===== src/rtl/fetch_pkg.sv =====
// Shared widths and the queued fetch entry layout for the instruction fetch front-end.
package fetch_pkg;

  localparam int INST_W     = 32;
  localparam int ADDR_W     = 64;
  localparam int INST_BYTES = 4;

  typedef struct packed {
    logic [INST_W-1:0] inst;
    logic [ADDR_W-1:0] pc;
  } fetch_entry_t;

endpackage


===== src/rtl/sync_fifo.sv =====
// Single-clock FIFO with synchronous reset and flush; the head entry is read straight from storage.
module sync_fifo #(
  parameter  int WIDTH = 8,
  parameter  int DEPTH = 4,
  localparam int PTR_W = (DEPTH > 1) ? $clog2(DEPTH) : 1,
  localparam int CNT_W = $clog2(DEPTH + 1)
) (
  input  logic             clk,
  input  logic             resetl,
  input  logic             flush,
  input  logic             push,
  input  logic [WIDTH-1:0] push_data,
  input  logic             pop,
  output logic [WIDTH-1:0] head_data,
  output logic [CNT_W-1:0] count
);

  logic [WIDTH-1:0] mem_reg [DEPTH];
  logic [PTR_W-1:0] rd_ptr_reg;
  logic [PTR_W-1:0] wr_ptr_reg;
  logic [CNT_W-1:0] count_reg;
  logic             do_push;
  logic             do_pop;

  // Explicit wrap keeps non-power-of-two depths correct.
  function automatic logic [PTR_W-1:0] ptr_inc(input logic [PTR_W-1:0] p);
    return (p == PTR_W'(DEPTH - 1)) ? '0 : p + PTR_W'(1);
  endfunction

  assign do_pop  = pop && (count_reg != '0);
  assign do_push = push && ((count_reg != CNT_W'(DEPTH)) || do_pop);

  always_ff @(posedge clk) begin
    if (resetl || flush) begin
      rd_ptr_reg <= '0;
      wr_ptr_reg <= '0;
      count_reg  <= '0;
    end else begin
      if (do_push) wr_ptr_reg <= ptr_inc(wr_ptr_reg);
      if (do_pop)  rd_ptr_reg <= ptr_inc(rd_ptr_reg);
      case ({do_push, do_pop})
        2'b10:   count_reg <= count_reg + CNT_W'(1);
        2'b01:   count_reg <= count_reg - CNT_W'(1);
        default: count_reg <= count_reg;
      endcase
    end
  end

  always_ff @(posedge clk) begin
    if (do_push && !flush && !resetl) mem_reg[wr_ptr_reg] <= push_data;
  end

  assign head_data = mem_reg[rd_ptr_reg];
  assign count     = count_reg;

endmodule


===== src/rtl/inst_fetch_queue.sv =====
// Fetch front-end: issues sequential reads, tags them with their PC, buffers responses for decode
// and drops responses that were in flight across a redirect.
module inst_fetch_queue #(
  parameter int DEPTH      = 4,
  parameter int MAX_OUTS   = 2,
  parameter int INST_BYTES = fetch_pkg::INST_BYTES
) (
  input  logic                        CLK,
  input  logic                        resetl,
  input  logic [fetch_pkg::ADDR_W-1:0] startpc,
  output logic                        mem_req,
  output logic [fetch_pkg::ADDR_W-1:0] mem_addr,
  input  logic                        mem_gnt,
  input  logic                        mem_rvalid,
  input  logic [fetch_pkg::INST_W-1:0] mem_rdata,
  output logic                        inst_valid,
  output logic [fetch_pkg::INST_W-1:0] inst,
  output logic [fetch_pkg::ADDR_W-1:0] inst_pc,
  input  logic                        inst_ready,
  input  logic                        redirect,
  input  logic [fetch_pkg::ADDR_W-1:0] redirect_pc
);
  import fetch_pkg::*;

  localparam int FCW = $clog2(DEPTH + 1);
  localparam int TCW = $clog2(MAX_OUTS + 1);
  localparam int CW  = $clog2(DEPTH + 1) + 1;

  logic [ADDR_W-1:0] fetch_pc_reg, fetch_pc_next;
  logic [CW-1:0]     outstanding_reg, outstanding_next;
  logic [CW-1:0]     drop_cnt_reg, drop_cnt_next;
  logic [CW-1:0]     in_flight;
  logic [FCW-1:0]    fifo_count;
  logic [TCW-1:0]    tag_count;
  logic [ADDR_W-1:0] tag_pc;
  fetch_entry_t      head_entry;
  fetch_entry_t      push_entry;
  logic              grant;
  logic              resp_keep;
  logic              resp_drop;
  logic              pop;

  // Every request still owed by memory, kept or stale, reserves a FIFO slot.
  assign in_flight = outstanding_reg + drop_cnt_reg;
  assign mem_req   = !resetl && !redirect
                     && ((CW'(fifo_count) + in_flight) < CW'(DEPTH))
                     && (in_flight < CW'(MAX_OUTS));
  assign mem_addr  = fetch_pc_reg;
  assign grant     = mem_req && mem_gnt;

  assign resp_drop = mem_rvalid && (drop_cnt_reg != '0);
  assign resp_keep = mem_rvalid && (drop_cnt_reg == '0) && (tag_count != '0);

  assign inst_valid = !resetl && (fifo_count != '0);
  assign inst       = inst_valid ? head_entry.inst : '0;
  assign inst_pc    = inst_valid ? head_entry.pc : '0;
  assign pop        = inst_valid && inst_ready;

  assign push_entry = '{inst: mem_rdata, pc: tag_pc};

  always_comb begin
    fetch_pc_next    = fetch_pc_reg;
    outstanding_next = outstanding_reg;
    drop_cnt_next    = drop_cnt_reg;
    if (redirect) begin
      fetch_pc_next    = redirect_pc;
      outstanding_next = '0;
      // A response landing this cycle retires one of the requests being written off.
      drop_cnt_next    = in_flight - CW'(mem_rvalid && (in_flight != '0));
    end else begin
      if (grant) fetch_pc_next = fetch_pc_reg + ADDR_W'(INST_BYTES);
      outstanding_next = outstanding_reg + CW'(grant) - CW'(resp_keep);
      if (resp_drop) drop_cnt_next = drop_cnt_reg - CW'(1);
    end
  end

  always_ff @(posedge CLK) begin
    if (resetl) begin
      fetch_pc_reg    <= startpc;
      outstanding_reg <= '0;
      drop_cnt_reg    <= '0;
    end else begin
      fetch_pc_reg    <= fetch_pc_next;
      outstanding_reg <= outstanding_next;
      drop_cnt_reg    <= drop_cnt_next;
    end
  end

  always_ff @(posedge CLK) begin
    if (!resetl) begin
      assert (!(mem_rvalid && (in_flight == '0)));
    end
  end

  sync_fifo #(.WIDTH($bits(fetch_entry_t)), .DEPTH(DEPTH)) u_inst_fifo (
    .clk       (CLK),
    .resetl    (resetl),
    .flush     (redirect),
    .push      (resp_keep),
    .push_data (push_entry),
    .pop       (pop),
    .head_data (head_entry),
    .count     (fifo_count)
  );

  sync_fifo #(.WIDTH(ADDR_W), .DEPTH(MAX_OUTS)) u_tag_queue (
    .clk       (CLK),
    .resetl    (resetl),
    .flush     (redirect),
    .push      (grant),
    .push_data (fetch_pc_reg),
    .pop       (resp_keep),
    .head_data (tag_pc),
    .count     (tag_count)
  );

endmodule

===== config.mk =====
export PLATFORM = sky130hd
export DESIGN_NAME = inst_fetch_queue
export DESIGN_NICKNAME = d
export VERILOG_FILES = /design/src/rtl/fetch_pkg.sv /design/src/rtl/sync_fifo.sv /design/src/rtl/inst_fetch_queue.sv
export SDC_FILE = /design/constraint.sdc
export NUM_CORES = 1
export LEC_CHECK = 0
export BUFFER_PORTS_ARGS = -buffer_cell sky130_fd_sc_hd__buf_2
export CORE_MARGIN = 4
export CORE_UTILIZATION = 29
export DETAILED_ROUTE_END_ITERATION = 8
export GPL_TIMING_DRIVEN = 1
export PLACE_DENSITY = 0.44
export SETUP_SLACK_MARGIN = 0.02
export SLEW_MARGIN = 40
export SYNTH_ARGS = -nofsm -noshare
export SYNTH_HDL_FRONTEND = slang
export SYNTH_SLANG_ARGS = --single-unit

===== constraint.sdc =====
create_clock -name CLK -period 10.4 [get_ports CLK]
set_input_delay 2.08 -clock CLK [delete_from_list [all_inputs] [get_ports CLK]]
set_output_delay 2.08 -clock CLK [all_outputs]
set_load 0.02 [all_outputs]

==> out/qor.csv <==
stage,metric,value,unit
critical_path,"critical path fanouts, max",108,
drt,1st-iter DRT viols,1105,
drt,drc violations,0,
yosys,simple logic cell fraction of the synthesized area,8.84,%
sta,final worst path period share,53.3,%
clock_network,Clock Latency Late Sink,0.60,ns
drt,drt pass-1 iters,5,
sta,Final min period,5.54,ns
layout,Largest register FFs,384,
global_route,largest net degree at the start of global routing,109,
placed_design,port bufs,327,
placed_design,Post-DP Area,0.0283,mm²
yosys,YS warnings,0,
run,maxcap violations,0,
layout,fin cells,3016,
critical_path,Crit Path Class,primary input to output pin,
clock_network,"Clk pin slew, worst setup/hold paths",0.06,ns
drt,metal2 WL,34500,µm
yosys,Most used DFF post-synth,edfxtp_1,
global_route,total track usage,15.7,%
power,Power Dens Cells,179,mW/mm²
status,run status,"finished, final reports clean",
yosys,share of flip-flops with an asynchronous set or reset,0,%
critical_path,FF-to-FF path depth,11,
clock_network,# hold bufs at CTS,0,
sta,Fmax,180,MHz
floorplan,IO Pins,328,
layout,most frequent cells in the layout,"edfxtp_1 (576), buf_2 (326), and3_1 (100)",
sta,RSZ-0062 raised after global routing,false,
yosys,Syn Inst Count,1469,
power,Max VDD drop,103,µV
critical_path,Worst Setup EP,inst[13],
sta,max-slew violations,0,
clock_network,CTS tree,yes,
clock_network,postcts setup bufs,0,
global_route,Overflow after GRT,0,
critical_path,Worst R2R Start,outstanding_reg[1]$_SDFF_PP0_,
clock_network,Clock Root Buffer,clkbuf_16,
drt,Post-DRT Antenna Nets,0,
sta,Clock Skews,0.0193,ns
yosys,Mapped Avg Cell Area,17.1,µm²
sta,"Hold Vio Cnt, Final",0,
sta,setup TNS,0,ns
power,Leak,10.8,nW
global_route,wire length of the first global-routing pass,105000,µm
placed_design,Detailed Place HPWL,47100,µm
global_route,vias in the first global route,15346,
yosys,Synth cell types,68,
clock_network,cts bufs inserted,69,
layout,Final #Nets,2004,
drt,met3 wire len,3880,µm
critical_path,CP Capture Type,output pin,
critical_path,r2r setup slk,6.75,ns
yosys,Post-Syn Area,0.0251,mm²
floorplan,Std-Cell Rows,107,
floorplan,Die X,302,µm
floorplan,Chip Height,302,µm
drt,detail-routed net length per standard cell,24.1,µm
drt,Total Wirelength,72600,µm
critical_path,WP data required,8.32,ns
layout,Area Growth Syn to Fin,21.6,%
hold_path,hold crit path type,flop to flop,
drt,Via Count,14677,
yosys,"Seq/Total Area, Yosys",70.5,%
yosys,mux contribution to synthesized area,12.6,%
yosys,Post-Synth Adder-Cell Area,1.23,%
sta,Slew headroom,47.1,%
clock_network,# H-tree levels,3,
sta,Final Setup Violations,0,
floorplan,starting density of the core,29.4,%
yosys,post-synthesis compound-gate area fraction,3.39,%
sta,Hold WS,0.482,ns
clock_network,post-CTS sizing,0,
floorplan,core area,0.0855,mm²
placed_design,# placed instances,2887,
drt,met1 wire length,32900,µm
layout,"most common cell after layout, fill and taps aside",edfxtp_1,
critical_path,startpoint types,primary input,
layout,Final Cell Area,0.0306,mm²
placed_design,RePlAce Congestion,0.784,
drt,max layer used,met4,
critical_path,worst reg2reg path endpoint,u_tag_queue.mem_reg[0][47]$_DFFE_PP_,
yosys,Post-synth EDFFs,576,
clock_network,CTS max path bufs,3,
sta,worst-margin pin slew,0.787,ns
layout,fill count,8134,
yosys,register bit total from synthesis,598,
yosys,Post-Syn Nets,1658,
layout,share of layout cells above drive strength 1,35.5,%
clock_network,Sink Count,598,
critical_path,Critical Path Source,resetl,
critical_path,"Arr. time, crit path",3.46,ns
yosys,xor/xnor cell area share of the yosys netlist,1.60,%
drt,vias per cell,4.87,
floorplan,Die ar.,0.0915,mm²
power,post-route total power,5.47,mW
global_route,initial antenna violation count,4,
yosys,largest family of logic cells by synthesized area,multiplexers,
routing by layer:
metal  GRT usage [%]  vias to the layer above
met5               0                        -
li1                -                     6600
met2            25.7                      448
met4            3.97                        0
met1            21.8                     7549
met3            2.72                       80
metrics by stage:
stage / worst slack, ns / utilization, %
final: 4.86 / 35.7
after global routing: 4.74 / 35.7
after CTS: 4.81 / 35.7
after detailed placement: 4.83 / 33.1
after global placement: 4.67 / 32.9
after floorplan: 4.21 / -
cells in the mapped netlist, types with 9 or more instances:
| cell | n | area share (%) |
|---|---|---|
| a21oi_1 | 25 | 0.50 |
| a22oi_1 | 19 | 0.57 |
| and2_1 | 16 | 0.40 |
| and3_1 | 104 | 2.6 |
| buf_2 | 12 | 0.24 |
| clkbuf_1 | 64 | 0.96 |
| dfxtp_1 | 22 | 1.8 |
| edfxtp_1 | 576 | 69 |
| ha_1 | 20 | 1.0 |
| inv_1 | 30 | 0.45 |
| mux2_2 | 67 | 3.0 |
| mux2i_1 | 25 | 1.0 |
| mux4_2 | 96 | 8.6 |
| nand2_1 | 62 | 0.93 |
| nand3_1 | 36 | 0.72 |
| nand4_1 | 24 | 0.60 |
| nor2_1 | 39 | 0.58 |
| nor3_1 | 22 | 0.44 |
| nor4_1 | 9 | 0.22 |
| o21ai_0 | 16 | 0.32 |
| o21ai_1 | 10 | 0.20 |
| o22ai_1 | 13 | 0.32 |
| or3_1 | 13 | 0.32 |
| xnor2_1 | 26 | 0.91 |
| xor2_1 | 20 | 0.70 |
final cells by class:
type / instances / area (µm²) / area share [%]
clock buffer: 87 / 1890 / 6.18
antenna: 5 / 12.5 / 0.0409
tap: 1144 / 1430 / 4.68
inverter: 32 / 124 / 0.405
timing repair buffer: 357 / 2010 / 6.58
multi-input combinational: 757 / 7050 / 23.0
clock inverter: 36 / 314 / 1.03
sequential: 598 / 17700 / 58.0
cells by family after synthesis:
kind of cell	after synthesis
flops	598
compound gates	127
xor+xnor	46
simple gates	373
buf+inv	114
mux	188
fa+ha+maj	23
worst min-delay path by stage:
stage | cells past startpoint | slack (ns) | from | endpoint
global placement | 2 | 0.46 | u_inst_fifo.rd_ptr_reg[1]$_SDFFE_PP0P_ | flop
global route | 2 | 0.52 | u_inst_fifo.rd_ptr_reg[1]$_SDFFE_PP0P_ | flop
finish | 2 | 0.48 | u_inst_fifo.rd_ptr_reg[1]$_SDFFE_PP0P_ | flop
floorplan | 1 | 0.45 | u_tag_queue.wr_ptr_reg$_SDFFE_PP0P_ | u_tag_queue.wr_ptr_reg$_SDFFE_PP0P_
CTS | 2 | 0.48 | u_inst_fifo.rd_ptr_reg[1]$_SDFFE_PP0P_ | flop
detailed placement | 2 | 0.48 | u_inst_fifo.rd_ptr_reg[1]$_SDFFE_PP0P_ | flop
critical path, cell delays in order:
cell and delay (ns):
buf_4 0.16, inv_4 0.11, buf_6 0.52, and3_1 0.30, buf_2 0.17
power breakdown:
| part | switching, mW | total, mW | internal [mW] |
|---|---|---|---|
| clock network | 0.951 | 2.36 | 1.41 |
| registers | 0.0857 | 2.79 | 2.70 |
| logic | 0.204 | 0.320 | 0.115 |
| total | 1.24 | 5.47 | 4.23 |
Power figures use the tool's default switching activity.
